==> src/rtl/fu_pkg.sv <==
// Shared opcodes, FSM states and latency classification for the functional unit.
package fu_pkg;

  localparam logic [3:0] OP_ADD = 4'h0;
  localparam logic [3:0] OP_SUB = 4'h1;
  localparam logic [3:0] OP_SD  = 4'h2;
  localparam logic [3:0] OP_LD  = 4'h3;
  localparam logic [3:0] OP_AND = 4'h4;
  localparam logic [3:0] OP_OR  = 4'h5;

  typedef enum logic [1:0] {IDLE, EXEC, HOLD} state_t;

  typedef enum logic {LAT_ALU, LAT_MEM} lat_class_t;

  // Loads and stores only compute an address; everything else, illegal ops included, is ALU class.
  function automatic lat_class_t lat_class(input logic [3:0] op);
    return (op == OP_SD || op == OP_LD) ? LAT_MEM : LAT_ALU;
  endfunction

endpackage

==> src/rtl/func_unit_param_if.sv <==
// Issue and CDB handshake bundle between reservation station, functional unit and CDB arbiter.
interface func_unit_param_if #(
  parameter int DATA_W  = 16,
  parameter int TAG_W   = 8,
  parameter int INSTR_W = 16
);
  logic               issue_valid;
  logic               issue_ready;
  logic [INSTR_W-1:0] issue_instr;
  logic [TAG_W-1:0]   issue_tag;
  logic [DATA_W-1:0]  issue_r1;
  logic [DATA_W-1:0]  issue_r2;
  logic               cdb_valid;
  logic               cdb_grant;
  logic [DATA_W-1:0]  cdb_result;
  logic [TAG_W-1:0]   cdb_tag;
  logic [INSTR_W-1:0] cdb_instr;
  logic               cdb_illegal;
  logic               busy;

  modport master (
    output issue_valid, issue_instr, issue_tag, issue_r1, issue_r2, cdb_grant,
    input  issue_ready, cdb_valid, cdb_result, cdb_tag, cdb_instr, cdb_illegal, busy
  );

  modport slave (
    input  issue_valid, issue_instr, issue_tag, issue_r1, issue_r2, cdb_grant,
    output issue_ready, cdb_valid, cdb_result, cdb_tag, cdb_instr, cdb_illegal, busy
  );
endinterface

==> src/rtl/fu_result_fifo.sv <==
// Synchronous result FIFO; head read combinationally from storage (zero while empty).
// Latency: a push is visible at the head on the next cycle when the FIFO was empty.
// Backpressure: push is dropped when full unless a pop happens on the same edge.
module fu_result_fifo #(
  parameter int W     = 41,
  parameter int DEPTH = 2
) (
  input  logic         clock,
  input  logic         reset,
  input  logic         push,
  input  logic [W-1:0] din,
  input  logic         pop,
  output logic [W-1:0] dout,
  output logic         full,
  output logic         empty
);
  localparam int PW  = (DEPTH > 1) ? $clog2(DEPTH) : 1;
  localparam int CTW = $clog2(DEPTH + 1);

  logic [W-1:0]   mem [DEPTH];
  logic [PW-1:0]  wptr, rptr;
  logic [CTW-1:0] count;
  logic           do_push, do_pop;

  assign empty   = (count == '0);
  assign full    = (count == CTW'(DEPTH));
  assign do_pop  = pop && !empty;
  assign do_push = push && (!full || do_pop);
  assign dout    = empty ? '0 : mem[rptr];

  function automatic logic [PW-1:0] wrap_inc(input logic [PW-1:0] p);
    return (p == PW'(DEPTH - 1)) ? '0 : p + PW'(1);
  endfunction

  always_ff @(posedge clock) begin
    if (reset) begin
      wptr  <= '0;
      rptr  <= '0;
      count <= '0;
    end else begin
      if (do_push) wptr <= wrap_inc(wptr);
      if (do_pop)  rptr <= wrap_inc(rptr);
      case ({do_push, do_pop})
        2'b10:   count <= count + CTW'(1);
        2'b01:   count <= count - CTW'(1);
        default: count <= count;
      endcase
    end
  end

  // Storage needs no reset: the head is masked while empty.
  always_ff @(posedge clock) begin
    if (do_push) mem[wptr] <= din;
  end

endmodule

==> src/rtl/func_unit_param.sv <==
// Tomasulo functional unit: one instruction in flight, per-class latency, buffered CDB results.
// Latency: ALU_LAT/MEM_LAT edges from accept to buffer push; issue_ready returns the cycle after.
// Backpressure: full buffer parks the finished result in HOLD and keeps issue_ready low.
module func_unit_param
  import fu_pkg::*;
#(
  parameter int DATA_W    = 16,
  parameter int TAG_W     = 8,
  parameter int INSTR_W   = 16,
  parameter int ALU_LAT   = 3,
  parameter int MEM_LAT   = 1,
  parameter int OUT_DEPTH = 2
) (
  input logic              clock,
  input logic              reset,
  func_unit_param_if.slave io
);
  localparam int ENT_W   = DATA_W + TAG_W + INSTR_W + 1;
  localparam int MAX_LAT = (ALU_LAT > MEM_LAT) ? ALU_LAT : MEM_LAT;
  localparam int CW      = $clog2(MAX_LAT + 1);

  state_t             state, state_nxt;
  logic [CW-1:0]      cnt;
  logic [DATA_W-1:0]  res_q;
  logic [TAG_W-1:0]   tag_q;
  logic [INSTR_W-1:0] instr_q;
  logic               ill_q;

  logic [3:0]         op;
  logic [DATA_W-1:0]  offs;
  logic [DATA_W-1:0]  alu_res;
  logic               alu_ill;
  logic               accept, pop, push, space, full, empty;
  logic [ENT_W-1:0]   head;

  assign op   = io.issue_instr[INSTR_W-1 -: 4];
  assign offs = DATA_W'(io.issue_instr[7:4]);

  always_comb begin
    alu_res = '0;
    alu_ill = 1'b0;
    case (op)
      OP_ADD:         alu_res = io.issue_r2 + io.issue_r1;
      OP_SUB:         alu_res = io.issue_r2 - io.issue_r1;
      OP_SD, OP_LD:   alu_res = offs + io.issue_r2;
      OP_AND:         alu_res = io.issue_r1 & io.issue_r2;
      OP_OR:          alu_res = io.issue_r1 | io.issue_r2;
      default:        alu_ill = 1'b1;
    endcase
  end

  assign io.issue_ready = !reset && (state == IDLE);
  assign io.busy        = (state != IDLE);
  assign accept         = io.issue_valid && io.issue_ready;
  assign pop            = io.cdb_valid && io.cdb_grant;
  // A same-edge pop frees a slot, so a full buffer can still take the push.
  assign space          = !full || pop;

  always_comb begin
    state_nxt = state;
    push      = 1'b0;
    case (state)
      IDLE: if (accept) state_nxt = EXEC;
      EXEC: begin
        if (cnt == CW'(1)) begin
          if (space) begin
            push      = 1'b1;
            state_nxt = IDLE;
          end else begin
            state_nxt = HOLD;
          end
        end
      end
      HOLD: begin
        if (space) begin
          push      = 1'b1;
          state_nxt = IDLE;
        end
      end
      default: state_nxt = IDLE;
    endcase
  end

  always_ff @(posedge clock) begin
    if (reset) begin
      state   <= IDLE;
      cnt     <= '0;
      res_q   <= '0;
      tag_q   <= '0;
      instr_q <= '0;
      ill_q   <= 1'b0;
    end else begin
      state <= state_nxt;
      if (accept) begin
        cnt     <= (lat_class(op) == LAT_MEM) ? CW'(MEM_LAT) : CW'(ALU_LAT);
        res_q   <= alu_res;
        tag_q   <= io.issue_tag;
        instr_q <= io.issue_instr;
        ill_q   <= alu_ill;
      end else if (state == EXEC && cnt != '0) begin
        cnt <= cnt - CW'(1);
      end
    end
  end

  fu_result_fifo #(
    .W     (ENT_W),
    .DEPTH (OUT_DEPTH)
  ) u_fifo (
    .clock (clock),
    .reset (reset),
    .push  (push),
    .din   ({res_q, tag_q, instr_q, ill_q}),
    .pop   (pop),
    .dout  (head),
    .full  (full),
    .empty (empty)
  );

  assign io.cdb_valid = !empty;
  assign {io.cdb_result, io.cdb_tag, io.cdb_instr, io.cdb_illegal} = head;

endmodule

==> src/flat_wrapper.sv <==
// flat-port wrapper written by rule: the top's interface ports become plain ports
module func_unit_param_flat import fu_pkg::*;
#(
  parameter int DATA_W    = 16,
  parameter int TAG_W     = 8,
  parameter int INSTR_W   = 16,
  parameter int ALU_LAT   = 3,
  parameter int MEM_LAT   = 1,
  parameter int OUT_DEPTH = 2
)
  (clock, reset, io_issue_valid, io_issue_instr, io_issue_tag, io_issue_r1, io_issue_r2, io_cdb_grant, io_issue_ready, io_cdb_valid, io_cdb_result, io_cdb_tag, io_cdb_instr, io_cdb_illegal, io_busy);
  func_unit_param_if #(.DATA_W(DATA_W), .TAG_W(TAG_W), .INSTR_W(INSTR_W)) io_i ();
  input logic clock;
  input logic reset;
  input wire logic [$bits(io_i.issue_valid)-1:0] io_issue_valid;
  input wire logic [$bits(io_i.issue_instr)-1:0] io_issue_instr;
  input wire logic [$bits(io_i.issue_tag)-1:0] io_issue_tag;
  input wire logic [$bits(io_i.issue_r1)-1:0] io_issue_r1;
  input wire logic [$bits(io_i.issue_r2)-1:0] io_issue_r2;
  input wire logic [$bits(io_i.cdb_grant)-1:0] io_cdb_grant;
  output wire logic [$bits(io_i.issue_ready)-1:0] io_issue_ready;
  output wire logic [$bits(io_i.cdb_valid)-1:0] io_cdb_valid;
  output wire logic [$bits(io_i.cdb_result)-1:0] io_cdb_result;
  output wire logic [$bits(io_i.cdb_tag)-1:0] io_cdb_tag;
  output wire logic [$bits(io_i.cdb_instr)-1:0] io_cdb_instr;
  output wire logic [$bits(io_i.cdb_illegal)-1:0] io_cdb_illegal;
  output wire logic [$bits(io_i.busy)-1:0] io_busy;
  assign io_i.issue_valid = io_issue_valid;
  assign io_i.issue_instr = io_issue_instr;
  assign io_i.issue_tag = io_issue_tag;
  assign io_i.issue_r1 = io_issue_r1;
  assign io_i.issue_r2 = io_issue_r2;
  assign io_i.cdb_grant = io_cdb_grant;
  assign io_issue_ready = io_i.issue_ready;
  assign io_cdb_valid = io_i.cdb_valid;
  assign io_cdb_result = io_i.cdb_result;
  assign io_cdb_tag = io_i.cdb_tag;
  assign io_cdb_instr = io_i.cdb_instr;
  assign io_cdb_illegal = io_i.cdb_illegal;
  assign io_busy = io_i.busy;
  func_unit_param #(.DATA_W(DATA_W), .TAG_W(TAG_W), .INSTR_W(INSTR_W), .ALU_LAT(ALU_LAT), .MEM_LAT(MEM_LAT), .OUT_DEPTH(OUT_DEPTH)) u_core (.clock(clock), .reset(reset), .io(io_i));
endmodule
==> config.mk <==
export PLATFORM = sky130hd
export DESIGN_NAME = func_unit_param_flat
export DESIGN_NICKNAME = d
export VERILOG_FILES = /design/src/rtl/fu_pkg.sv /design/src/rtl/func_unit_param_if.sv /design/src/rtl/fu_result_fifo.sv /design/src/rtl/func_unit_param.sv /design/src/flat_wrapper.sv
export SDC_FILE = /design/constraint.sdc
export NUM_CORES = 1
export LEC_CHECK = 0
export ABC_AREA = 1
export BUFFER_PORTS_ARGS = -buffer_cell sky130_fd_sc_hd__buf_2
export CAP_MARGIN = 20
export CORE_MARGIN = 1
export CORE_UTILIZATION = 30
export DETAILED_ROUTE_END_ITERATION = 16
export GPL_TIMING_DRIVEN = 0
export PLACE_DENSITY = 0.53
export SLEW_MARGIN = 25
export SYNTH_ARGS = -nofsm -noshare
export SYNTH_HDL_FRONTEND = slang
export SYNTH_SLANG_ARGS = --single-unit
export TNS_END_PERCENT = 10
==> constraint.sdc <==
create_clock -name clock -period 4.5 [get_ports clock]
set_input_delay 0.225 -clock clock [delete_from_list [all_inputs] [get_ports clock]]
set_output_delay 0.225 -clock clock [all_outputs]
set_load 0.01 [all_outputs]
# Word level (Yosys, flattened, before mapping)
# Memory sizes are Yosys's and may differ from the RTL's. A register that Yosys moved wholly into a read port is not among the register bits.
# Cells that the tools add are included.
[word_totals]
n_memories = 1
out_inout_bits = 44
ram_bits = 82
reg_bits = 49
inputBits = 60
[classes]
n_addsub = 8
n_reduce_logical = 22
mux = 22
eq_ne = 14
bitwise_logic = 2
[memory_table]
columns = ["name", "words", "word_bits", "rd", "rd_clocked_by_memory_dff", "write_ports", "line_no", "text"]
rows = [
  ["u_core.u_fifo.mem", 2, 41, 1, 1, 1, "fu_result_fifo.sv:20", "logic [W-1:0] mem [DEPTH];"],
]
[op_table]
columns = ["op", "count"]
rows = [
  ["one-hot mux 16 bit (5 select lines)", 1],
  ["2-to-1 mux 41 bit", 1],
  ["adder 16 bit", 1],
  ["adder 4 x 16 -> 16 bit", 1],
  ["AND 16 bit", 1],
  ["OR 16 bit", 1],
  ["subtractor 16 bit", 1],
  ["2-to-1 mux 2 bit", 7],
  ["2-to-1 mux 1 bit", 10],
  ["equality test 4 x 2 -> 1 bit (second input constant)", 2],
  ["equality test 4 x 3 -> 1 bit (second input constant)", 2],
  ["nonzero test 2 bit", 4],
  ["equality test 2 x 1 -> 1 bit (second input constant)", 3],
  ["equality test 2 bit (second input constant)", 3],
  ["logical AND 1 bit", 6],
  ["!= test 2 x 1 -> 1 bit (second input constant)", 3],
  ["one-hot mux 2 bit (3 select lines)", 1],
  ["OR reduction 6 bit", 1],
  ["equality test 4 x 1 -> 1 bit (second input constant)", 1],
  ["zero test 2 bit", 2],
  ["zero test 4 bit", 1],
  ["one-hot mux 2 bit (2 select lines)", 1],
  ["subtractor 2 x 1 -> 2 bit (second input constant)", 2],
  ["zero test 1 bit", 3],
  ["other kinds (6)", 9],
]

# Depth between registers and ports, before layout
[logic_depth]
ltp_word = 10
ltp_mapped = 21
mapped_depth_nobuf = 21

# By module
# A second synthesis with hierarchy kept.
[hier_totals]
hier_cells = 788
hier_area_um2 = 6771.5
[modules_own_cells]
columns = ["module", "seq_area_each_um2", "n_inst", "area_each_um2", "cells_each"]
rows = [
  ["func_unit_param", 900.9, 1, 3445.8, 531],
  ["fu_result_fifo", 2562.5, 1, 3325.7, 257],
]

# Worst setup path before layout
# No wires, ideal clock.
[synth_path]
kind = "flip-flop to flip-flop"
start = "register u_core.state[1]"
end = "memory u_core.u_fifo.mem[0][0], enable pin"
stages_incl_launch_ff = 7
n_path_buf = 0
arrival_time_ns = 2.668
path_slack_ns = 1.392
setup_ns = 0.440
path_cell_list = "dfxtp_1 -> inv_1 -> ha_1 -> inv_1 -> o21ai_0 -> nand3_1 -> nor2_1"
[synth_between]
elab_chain_len = 5
elab_cells_between_ends = 6
[synth_rtl]
columns = ["item", "line_no", "text"]
rows = [
  ["from (decl)", "func_unit_param.sv:22", "state_t state, state_nxt;"],
  ["from (signal assigned)", "func_unit_param.sv:93", "state <= state_nxt;"],
  ["equality test 2 bit or equality test 2 x 1 -> 1 bit (tied branches)", "func_unit_param.sv:62", "case (state)"],
  ["one-hot mux 1 bit (2 select lines) (*)", "func_unit_param.sv:62", ""],
  ["logical AND 1 bit (*)", "fu_result_fifo.sv:28", "assign do_push = push && (!full || do_pop);"],
  ["2-to-1 mux 1 bit (*)", "fu_result_fifo.sv:53", "if (do_push) mem[wptr] <= din;"],
  ["2-to-1 mux 1 bit (implied by the code) (*)", "fu_result_fifo.sv:53", ""],
  ["to (decl)", "fu_result_fifo.sv:20", ""],
]
# Every way passes the cells marked *; elsewhere a longest branch is shown, timed or not.

# Worst setup path after layout
[layout_path]
start = "input port io_issue_r1[0]"
end = "register u_core.res_q[15]"
[layout_between]
elab_chain_len = 2
elab_cells_between_ends = 3
[layout_rtl]
columns = ["item", "line_no", "text"]
rows = [
  ["from (decl)", "flat_wrapper.sv:18", "input wire logic [$bits(io_i.issue_r1)-1:0] io_issue_r1;"],
  ["subtractor 16 bit or adder 16 bit (tied branches)", "func_unit_param.sv:44, func_unit_param.sv:43", ""],
  ["one-hot mux 16 bit (5 select lines) (*)", "func_unit_param.sv:42", "case (op)"],
  ["to (signal assigned)", "func_unit_param.sv:96", "res_q <= alu_res;"],
  ["to (decl)", "func_unit_param.sv:24", "logic [DATA_W-1:0] res_q;"],
]
# Marks and branches as above.
# A chain may end at the register's enable or synchronous reset.

==> results.tsv <==
metric	value	unit
crit path launch type	primary input	
setup violators final	0	
setup TNS	0	ps
CP max stage cell	ha_1	
CTS Buf Count	17	
Avg WL per Cell	14.8	um
r2r startpoint	u_core.state[1]$_SDFFE_PP0P_	
period utilisation layout	61.9	%
GRT overflow	0	
Die Width	151	um
Nets	980	
root buffer cell	clkbuf_16	
crit-path leading delay family	simple AND/OR/NAND/NOR gates	
CP Launch Point	io_issue_r1[0]	
Post-Syn Nets	857	
Primary FF master, synth	edfxtp_1	
library cells used by synthesis	48	
cell mode on critical path	nand2_1	
static leakage	3.50	nW
vias in the first global route	5296	
Post-Layout Cell Count	1186	
CP Max Fanout	4	
largest net degree at the start of global routing	18	
Remaining DRCs	0	
Area Overhead vs Synth	24.0	%
Antenna Cells	0	
IO Count	104	
YS warnings	0	
RSZ-0062 raised after global routing	false	
most common cell in the synthesized netlist	nand2_1	
syn_area_per_cell	8.62	um2
H-tree levels	4	
Total Power Consumption	3.18	mW
sequential share of power	42.8	%
DR vias/cell	4.69	
Initial DRT Pass Iterations	5	
Clock Pin Slew Worst Setup and Hold Paths	60	ps
Required @ worst endpoint	4780	ps
worst slew pin tran	638	ps
register area share after synthesis	52.2	%
Clock Latency Late Sink	410	ps
clock buffer depth	2	
vias	5566	
Initial Util	30.5	%
CP bufs+invs	2	
CP endpoint kind	flip-flop	
critical path arrival	3070	ps
CP peak stage delay	310	ps
Yosys top cell by area	edfxtp_1	
max-slew violations	0	
hold_sp	io_issue_instr[3]	
GPL Wtd Cong	0.868	
Final min period	2790	ps
full die area	22700	um2
Synth area leaders	edfxtp_1 (37%), dfxtp_1 (15%), nand2_1 (13%)	
Die Ht	151	um
max cap viols	0	
Synth top cells by count	nand2_1 (231), a21oi_1 (90), edfxtp_1 (82), nand3_1 (82), dfxtp_1 (50)	
Cells after Synth	770	
Worst VDD drop	284	uV
Cell Area, Synth	6640	um2
antenna violations before repair	0	
DRT iter0 DRCs	277	
Buffers on Ports	100	
Slew headroom	57.5	%
Async SR Flop Fraction	0	%
net switching power	805	uW
Post-DRT Antenna Nets	0	
HPWL Detailed	13200	um
synthesis-stage register bit count	132	
CTS Hold Bufs	0	
Hold Crit Class	primary input to flip-flop	
r2r setup slk	2160	ps
Post-synth EDFFs	82	
first-pass GRT wire length	27600	um
Internal Power	2.38	mW
Critical Path, Cell by Cell	buf_2, inv_1, ha_1, nand2_1, nor2_1, nand2_1, nor2_1, nand2_1, o21ai_0, nand3_1, o21ai_0, ha_1, a21o_1, a21boi_0, nand2_1, a21oi_1, nand3_1, nand3_1, nand2_1, nand2_1, a21oi_2	
Post-CTS Setup Repair Bufs	0	
status	completed	
Final Hold Vio Count	0	
PwrDens	387	nW/um2
Fmax	359	MHz
WL final	17600	um
combinational share of power	13.4	%
critical path class	primary input to flip-flop	
GRT Util Overall	16.1	%
clk_skew	7.68	ps
share of cells above drive strength 1	19.0	%
post_cts resized	0	
clock share of power	43.8	%
TritonCTS Sinks	132	
Placed Cells	1154	
CTS tree	built	
Site Rows	54	
Switching Share	25.3	%
core region area	21800	um2
top-area cell type share of the netlist area	37.1	%
[path summary, 6_finish.rpt]
| kind | end | cells after the start |
|---|---|---|
| hold / removal | u_core.instr_q[3]$_SDFFE_PP0P_ | 3 |
| setup reg to reg | u_core.u_fifo.mem[0][28]$_DFFE_PP_ | 8 |
| setup / recovery | u_core.res_q[15]$_SDFFE_PP0P_ | 21 |
| hold reg to reg | flip-flop | 1 |
[state kept, by name (all words and copies together) (netlist names), named ones only]
name,cells
u_core.cnt,2
u_core.ill_q,1
u_core.instr_q,16
u_core.res_q,16
u_core.state,2
u_core.tag_q,8
u_core.u_fifo.count,2
u_core.u_fifo.mem,82
u_core.u_fifo.rptr,1
u_core.u_fifo.wptr,1
[per-layer routing]
| metal | GRT usage [%] | wire length [um] | part of all wire (%) |
|---|---|---|---|
| met1 | 21.7 | 8400 | 48 |
| met2 | 26.9 | 8270 | 47 |
| met3 | 2.68 | 812 | 4.6 |
| met4 | 3.90 | 134 | 0.76 |
| met5 | 0 | 0 | 0 |
[cell usage in the layout, fill, tap and decap left out, types with 22 or more instances in the layout]
cell / instances
a21oi_1: 90
nand2_1: 231
nor2_1: 28
clkbuf_1: 22
nand3_1: 82
edfxtp_1: 82
inv_1: 44
buf_2: 104
ha_1: 26
o21ai_0: 42
dfxtp_1: 50
[cell type report]
| cell class | instances | area, um2 |
|---|---|---|
| clock buffers | 24 | 536 |
| well taps | 280 | 350 |
| multi-input cells | 556 | 2840 |
| fillers | 2257 | 13500 |
| inverters | 49 | 184 |
| plain buffers | 33 | 164 |
| repair buffers | 104 | 611 |
| clock inverters | 8 | 82.6 |
| flip-flops and latches | 132 | 3460 |
[stage by stage]
step	area, um2	utilization (%)	hold slack, ps	worst slack (ps)
after floorplan	6640	-	335	1390
after global placement	7490	34.4	428	153
after detailed placement	7620	35.0	431	1320
after CTS	8230	37.8	6.29	1740
after global routing	8230	37.8	16.6	1450
final	8230	37.8	13.7	1710
[tightest hold or removal path, stage by stage]
cell,delay (ps)
buf_2,80
nand2_1,40
nand2_1,50
[cell families (layout without fill, tap and decap cells)]
kind of cell,Yosys count,count (layout),synth area share [%]
compound gates,155,155,12.6
simple gates,371,371,24.4
xor+xnor,3,3,0.396
flops,132,132,52.2
buf+inv,82,218,5.24
fa+ha+maj,27,27,5.20
[power by group through the flow]
stage / clock [mW] / sequential (mW) / combinational, mW
6_report: 1.39 / 1.36 / 0.427
5_1_grt: 1.47 / 1.37 / 0.487
4_1_cts: 1.41 / 1.36 / 0.430
3_5_place_dp: 0 / 1.39 / 0.427
3_3_place_gp: 0 / 1.39 / 0.421
2_1_floorplan: 0 / 1.38 / 0.280
(Power assumes the default switching activity.)
